File: config.mk
export PLATFORM = sky130hd
export DESIGN_NAME = fixed_div_16_flat
export DESIGN_NICKNAME = d
export VERILOG_FILES = /design/src/rtl/fixed_div_16_if.sv /design/src/rtl/fixed_div_16.sv /design/src/flat_wrapper.sv
export SDC_FILE = /design/constraint.sdc
export NUM_CORES = 1
export LEC_CHECK = 0
export CAP_MARGIN = 10
export CORE_MARGIN = 5
export CORE_UTILIZATION = 30
export CTS_BUF_LIST = sky130_fd_sc_hd__clkbuf_8
export CTS_CLUSTER_SIZE = 10
export DETAILED_ROUTE_END_ITERATION = 7
export PLACE_DENSITY = 0.44
export SLEW_MARGIN = 20
export SYNTH_ARGS = -nofsm -noshare
export SYNTH_HDL_FRONTEND = slang
export SYNTH_SLANG_ARGS = --single-unit
export TNS_END_PERCENT = 5
File: constraint.sdc
create_clock -name clk -period 4.2 [get_ports clk]
set_input_delay 0.63 -clock clk [delete_from_list [all_inputs] [get_ports clk]]
set_output_delay 0.63 -clock clk [all_outputs]
set_load 0.05 [all_outputs]
File: src/rtl/fixed_div_16_if.sv
// fixed_div_16_if: start/busy/done handshake and operand/result bus of the Q8.8 divider
//   start    master->slave  request pulse, sampled only while the divider is idle
//   dividend master->slave  numerator, latched on accepted start
//   divisor  master->slave  denominator, latched on accepted start
//   busy     slave->master  high from accept until done
//   done     slave->master  one-cycle result-valid pulse
//   quotient slave->master  result, held until the next result
//   div0     slave->master  divisor was zero
//   ovf      slave->master  true quotient did not fit in WIDTH bits
interface fixed_div_16_if #(parameter int WIDTH = 16);
   logic             start;
   logic [WIDTH-1:0] dividend;
   logic [WIDTH-1:0] divisor;
   logic             busy;
   logic             done;
   logic [WIDTH-1:0] quotient;
   logic             div0;
   logic             ovf;
   modport master (output start, dividend, divisor, input busy, done, quotient, div0, ovf);
   modport slave  (input start, dividend, divisor, output busy, done, quotient, div0, ovf);
endinterface

File: src/rtl/fixed_div_16.sv
// fixed_div_16: sequential unsigned Q8.8 restoring divider, one quotient bit per clock
//   clk  rising-edge clock
//   rst  asynchronous active-low reset
//   bus  fixed_div_16_if slave: start/dividend/divisor in, busy/done/quotient/div0/ovf out
// Optional macro FIXED_DIV_ROUND_EN adds a round-half-up state (one extra cycle).
module fixed_div_16 #(
   parameter int WIDTH = 16,
   parameter int FRAC  = 8
) (
   input logic           clk,
   input logic           rst,
   fixed_div_16_if.slave bus
);
   localparam int N  = WIDTH + FRAC;
   localparam int CW = $clog2(N + 1);
`ifdef FIXED_DIV_ROUND_EN
   typedef enum logic [1:0] {IDLE, RUN, RND, FIN} state_t;
`else
   typedef enum logic [1:0] {IDLE, RUN, FIN} state_t;
`endif
   state_t           state_q, state_d;
   logic [WIDTH-1:0] rem_q, rem_d, dvs_q, dvs_d, res_q, res_d;
   logic [N-1:0]     num_q, num_d, quo_q, quo_d;
   logic [CW-1:0]    cnt_q, cnt_d;
   logic             div0_q, div0_d, ovf_q, ovf_d, done_q, done_d;
   logic [WIDTH+1:0] trial;
   // extra top bit acts as the borrow: set means the trial subtraction went negative
   assign trial = {1'b0, rem_q, num_q[N-1]} - {2'b0, dvs_q};
   always_comb begin
      state_d = state_q;
      rem_d   = rem_q;
      dvs_d   = dvs_q;
      res_d   = res_q;
      num_d   = num_q;
      quo_d   = quo_q;
      cnt_d   = cnt_q;
      div0_d  = div0_q;
      ovf_d   = ovf_q;
      done_d  = 1'b0;
      case (state_q)
         IDLE: if (bus.start) begin
            dvs_d   = bus.divisor;
            rem_d   = '0;
            num_d   = {bus.dividend, {FRAC{1'b0}}};
            quo_d   = '0;
            cnt_d   = '0;
            div0_d  = 1'b0;
            ovf_d   = 1'b0;
            state_d = RUN;
         end
         RUN: begin
            // a failed trial leaves {rem,bit} < divisor, so its top bit is always zero
            rem_d = trial[WIDTH+1] ? {rem_q[WIDTH-2:0], num_q[N-1]} : trial[WIDTH-1:0];
            num_d = num_q << 1;
            quo_d = {quo_q[N-2:0], ~trial[WIDTH+1]};
            cnt_d = cnt_q + 1'b1;
`ifdef FIXED_DIV_ROUND_EN
            if (cnt_q == CW'(N - 1)) state_d = RND;
`else
            if (cnt_q == CW'(N - 1)) state_d = FIN;
`endif
         end
`ifdef FIXED_DIV_ROUND_EN
         RND: begin
            quo_d   = quo_q + N'({rem_q, 1'b0} >= {1'b0, dvs_q});
            state_d = FIN;
         end
`endif
         FIN: begin
            div0_d  = dvs_q == '0;
            ovf_d   = dvs_q != '0 && |quo_q[N-1:WIDTH];
            res_d   = (div0_d || ovf_d) ? '1 : quo_q[WIDTH-1:0];
            done_d  = 1'b1;
            state_d = IDLE;
         end
         default: state_d = IDLE;
      endcase
   end
   always_ff @(posedge clk or negedge rst) begin
      if (!rst) begin
         state_q <= IDLE;
         rem_q   <= '0;
         dvs_q   <= '0;
         res_q   <= '0;
         num_q   <= '0;
         quo_q   <= '0;
         cnt_q   <= '0;
         div0_q  <= 1'b0;
         ovf_q   <= 1'b0;
         done_q  <= 1'b0;
      end else begin
         state_q <= state_d;
         rem_q   <= rem_d;
         dvs_q   <= dvs_d;
         res_q   <= res_d;
         num_q   <= num_d;
         quo_q   <= quo_d;
         cnt_q   <= cnt_d;
         div0_q  <= div0_d;
         ovf_q   <= ovf_d;
         done_q  <= done_d;
      end
   end
   assign bus.busy     = state_q != IDLE;
   assign bus.done     = done_q;
   assign bus.quotient = res_q;
   assign bus.div0     = div0_q;
   assign bus.ovf      = ovf_q;
endmodule

File: src/flat_wrapper.sv
// flat-port wrapper written by rule: the top's interface ports become plain ports
module fixed_div_16_flat 
#(
   parameter int WIDTH = 16,
   parameter int FRAC  = 8
)
  (clk, rst, bus_start, bus_dividend, bus_divisor, bus_busy, bus_done, bus_quotient, bus_div0, bus_ovf);
  fixed_div_16_if #(.WIDTH(WIDTH)) bus_i ();
  input logic clk;
  input logic rst;
  input wire logic [$bits(bus_i.start)-1:0] bus_start;
  input wire logic [$bits(bus_i.dividend)-1:0] bus_dividend;
  input wire logic [$bits(bus_i.divisor)-1:0] bus_divisor;
  output wire logic [$bits(bus_i.busy)-1:0] bus_busy;
  output wire logic [$bits(bus_i.done)-1:0] bus_done;
  output wire logic [$bits(bus_i.quotient)-1:0] bus_quotient;
  output wire logic [$bits(bus_i.div0)-1:0] bus_div0;
  output wire logic [$bits(bus_i.ovf)-1:0] bus_ovf;
  assign bus_i.start = bus_start;
  assign bus_i.dividend = bus_dividend;
  assign bus_i.divisor = bus_divisor;
  assign bus_busy = bus_i.busy;
  assign bus_done = bus_i.done;
  assign bus_quotient = bus_i.quotient;
  assign bus_div0 = bus_i.div0;
  assign bus_ovf = bus_i.ovf;
  fixed_div_16 #(.WIDTH(WIDTH), .FRAC(FRAC)) u_core (.clk(clk), .rst(rst), .bus(bus_i));
endmodule
==> results.json <==
{
  "status": "finished clean",
  "clk_pin_slew_ps": 100,
  "clockPowerShare": 0.130,
  "finalMaxSlewViolations": 0,
  "drc": 0,
  "crit_slowest_cell": "a21oi_4",
  "grt_max_degree": 66,
  "clock_latency_ps": 380,
  "fin_crit_ps": 2450,
  "wl_mm": 11.5,
  "nets": 601,
  "min_path_type": "in2async",
  "setup_viol": 0,
  "pre_cts_ws_ps": 1720,
  "synthTopCellsByArea": "dfrtp_1, nand2_1, o21ai_0",
  "initial_utilization": 0.303,
  "p_switching_mw": 2.01,
  "reg2reg_slack_ps": 1750,
  "crit_chain": "inv_1, ha_1, nor2b_2, o2111ai_2, a21oi_2, o21ai_2, a21oi_4, o21ai_0, a31o_2",
  "syn_area_per_cell_um2": 9.49,
  "die_area_um2": 18500,
  "gp_congestion": 0.843,
  "first_global_vias": 3847,
  "rows": 46,
  "pwr-share-seq": 0.330,
  "synth_top_area_cell": "dfrtp_1",
  "ctsHoldBuffers": 0,
  "drtIter0Drc": 154,
  "yosys_warnings": 0,
  "layout-drive-gt1-share": 0.0741,
  "reg2regPathDepth": 9,
  "wl_met3_um": 331,
  "cts_tree": "built",
  "synth_ff_type": "dfrtp_1",
  "port_buffers": 54,
  "grt_pass1_wl_mm": 19.4,
  "io_pins": 55,
  "final_hold_viol_count": 0,
  "peakVddDrop_v": 0.000228,
  "synth_cells": 501,
  "critPathLaunchType": "flop",
  "grt_usage": 0.132,
  "slew-limit-headroom": 0.530,
  "synth_fp_nets": 554,
  "critical_path.max_stage_delay_ps": 480,
  "die_x_um": 136,
  "hpwlAfterDp_mm": 8.02,
  "ant_nets": 0,
  "vias": 3729,
  "htree_levels": 3,
  "area_delta_synth_final_pct": 19.4,
  "fillers": 1602,
  "postCtsSetupBuffers": 0,
  "wl_met2_mm": 5.56,
  "syn-cell-area_um2": 4750,
  "cp_data_required_time_ps": 4470,
  "timing.fmax_mhz": 408,
  "wl_per_cell_um": 14.9,
  "swShare": 0.439,
  "antenna_found_initial": 0,
  "synth_edf_count": 0,
  "via_per_inst": 4.85,
  "maxCapViolations": 0,
  "rsz0062_at_grt": "no",
  "period_share": 0.584,
  "ys_seq_area_frac": 0.516,
  "synth_top_cell_area_share": 0.516,
  "final_common_cell": "dfrtp_1",
  "crit_arrival_ps": 2720,
  "cp_max_fo": 17,
  "internal_power_mw": 2.57,
  "met1_length_mm": 5.39,
  "num_antenna_cells": 0,
  "leakage_nw": 2.47,
  "tightest_slew_ps": 703,
  "p_comb_frac": 0.540,
  "cts_resized": 0,
  "tns_ps": 0,
  "grt_overflow": 0,
  "synth.distinct_cells": 51,
  "cp-end-kind": "flop",
  "die_h_um": 136,
  "crit_type": "reg2reg",
  "powerDensity_nw_per_um2": 806,
  "clock_path_buffers": 2,
  "synthArstFlopShare": 1.00,
  "drt_first_pass_iters": 4,
  "cts-buffers-inserted": 9,
  "reg2reg_from": "u_core.dvs_q[1]",
  "utilization": 0.361,
  "cts-root-buf": "clkbuf_8",
  "final_cell_mix": "dfrtp_1, nand2_1, o21ai_0, clkdlybuf4s50_1, nor2_1",
  "worst_slack_ps": 1750,
  "core-area_um2": 15700,
  "clock_sinks": 98,
  "r2r-end": "u_core.rem_q[11]",
  "routed.top_layer": "met4",
  "finClkSkew_ps": 12.9,
  "ys_seq_elements": 98
}
==> critical path, delay by kind of cell, from the launching register on <==
| family | cells | cell delay (ps) |
|---|---|---|
| adders and majority gates | 1 | 270 |
| buffers and inverters | 1 | 80 |
| AOI/OAI and AO/OA | 6 | 1400 |
| DFF | 1 | 420 |
| and+or+nand+nor | 1 | 180 |
==> metrics by stage <==
stage	cells	hold slack (ps)	cell area, µm²	power (mW)
after floorplan	501	334	4750	3.46
after global placement	753	467	5490	4.00
after detailed placement	753	483	5490	4.04
after CTS	769	121	5680	4.66
after global routing	769	143	5680	5.02
final	769	138	5680	4.58
==> per-layer routing <==
layer	GRT usage	vias to the layer above
met1	0.175	1821
met3	0.0222	13
met2	0.216	62
met5	0	-
met4	0.0521	0
li1	-	1833
==> state kept, by name (all words and copies together), names as in the netlist <==
name,cells
u_core.quo_q,24
u_core.cnt_q,5
u_core.bus.done,1
u_core.rem_q,16
u_core.bus.div0,1
u_core.state_q,2
u_core.bus.quotient,16
u_core.dvs_q,16
u_core.num_q,16
u_core.bus.ovf,1
==> worst max path at each step <==
stage	cells after the start	start	to	slack, ps
floorplan	9	u_core.dvs_q[0]	u_core.rem_q[12]	2060
global placement	9	u_core.dvs_q[1]	u_core.rem_q[11]	1830
detailed placement	9	u_core.dvs_q[1]	u_core.rem_q[3]	1720
CTS	9	u_core.dvs_q[1]	u_core.rem_q[3]	1710
global route	9	u_core.dvs_q[1]	u_core.rem_q[2]	1520
finish	9	u_core.dvs_q[1]	u_core.rem_q[11]	1750
==> power groups by stage <==
stage                     Sequential (mW)  Combinational [mW]  Clock [mW]
after global placement               1.53                2.47           0
after detailed placement             1.54                2.50           0
after floorplan                      1.55                1.91           0
after global routing                 1.56                2.80       0.665
final                                1.51                2.47       0.593
after CTS                            1.52                2.52       0.627
==> synthesized netlist by cell type (2+ instances only) <==
master / instances
mux2_2: 2
inv_1: 18
a21o_1: 6
dfrtp_1: 98
nor2b_2: 2
clkbuf_8: 2
ha_1: 17
nand3_1: 19
nand2_1: 94
a21oi_2: 2
and2_1: 2
a31o_2: 2
nand2b_1: 2
o22a_1: 16
o211ai_1: 4
nor2b_1: 2
mux2i_1: 10
a21oi_1: 9
and3_1: 2
o21ai_1: 7
o21ai_2: 2
xnor2_1: 6
o21ai_0: 56
nor2_1: 45
buf_1: 3
nand4_1: 5
xor2_1: 5
o22ai_1: 15
and4b_1: 2
clkbuf_1: 18
nor4_1: 6
o21a_1: 3
==> kinds of logic after synthesis <==
group	count (synthesis)	synth area share
compound gates	131	0.175
xor+xnor	11	0.0203
fa+ha+maj	18	0.0489
buf+inv	43	0.0408
flops	98	0.516
mux	12	0.0258
simple gates	188	0.173
==> layout make-up <==
type                            count  area, µm²  share of cell area
Clock buffer                        9        124              0.0218
Clock inverter                      7       61.3              0.0108
Inverter                           18       67.6              0.0119
Multi-Input combinational cell    360       2110               0.372
Sequential cell                    98       2450               0.432
Tap cell                          216        270              0.0476
Timing Repair Buffer               61        591               0.104
(Power assumes the default switching activity.)
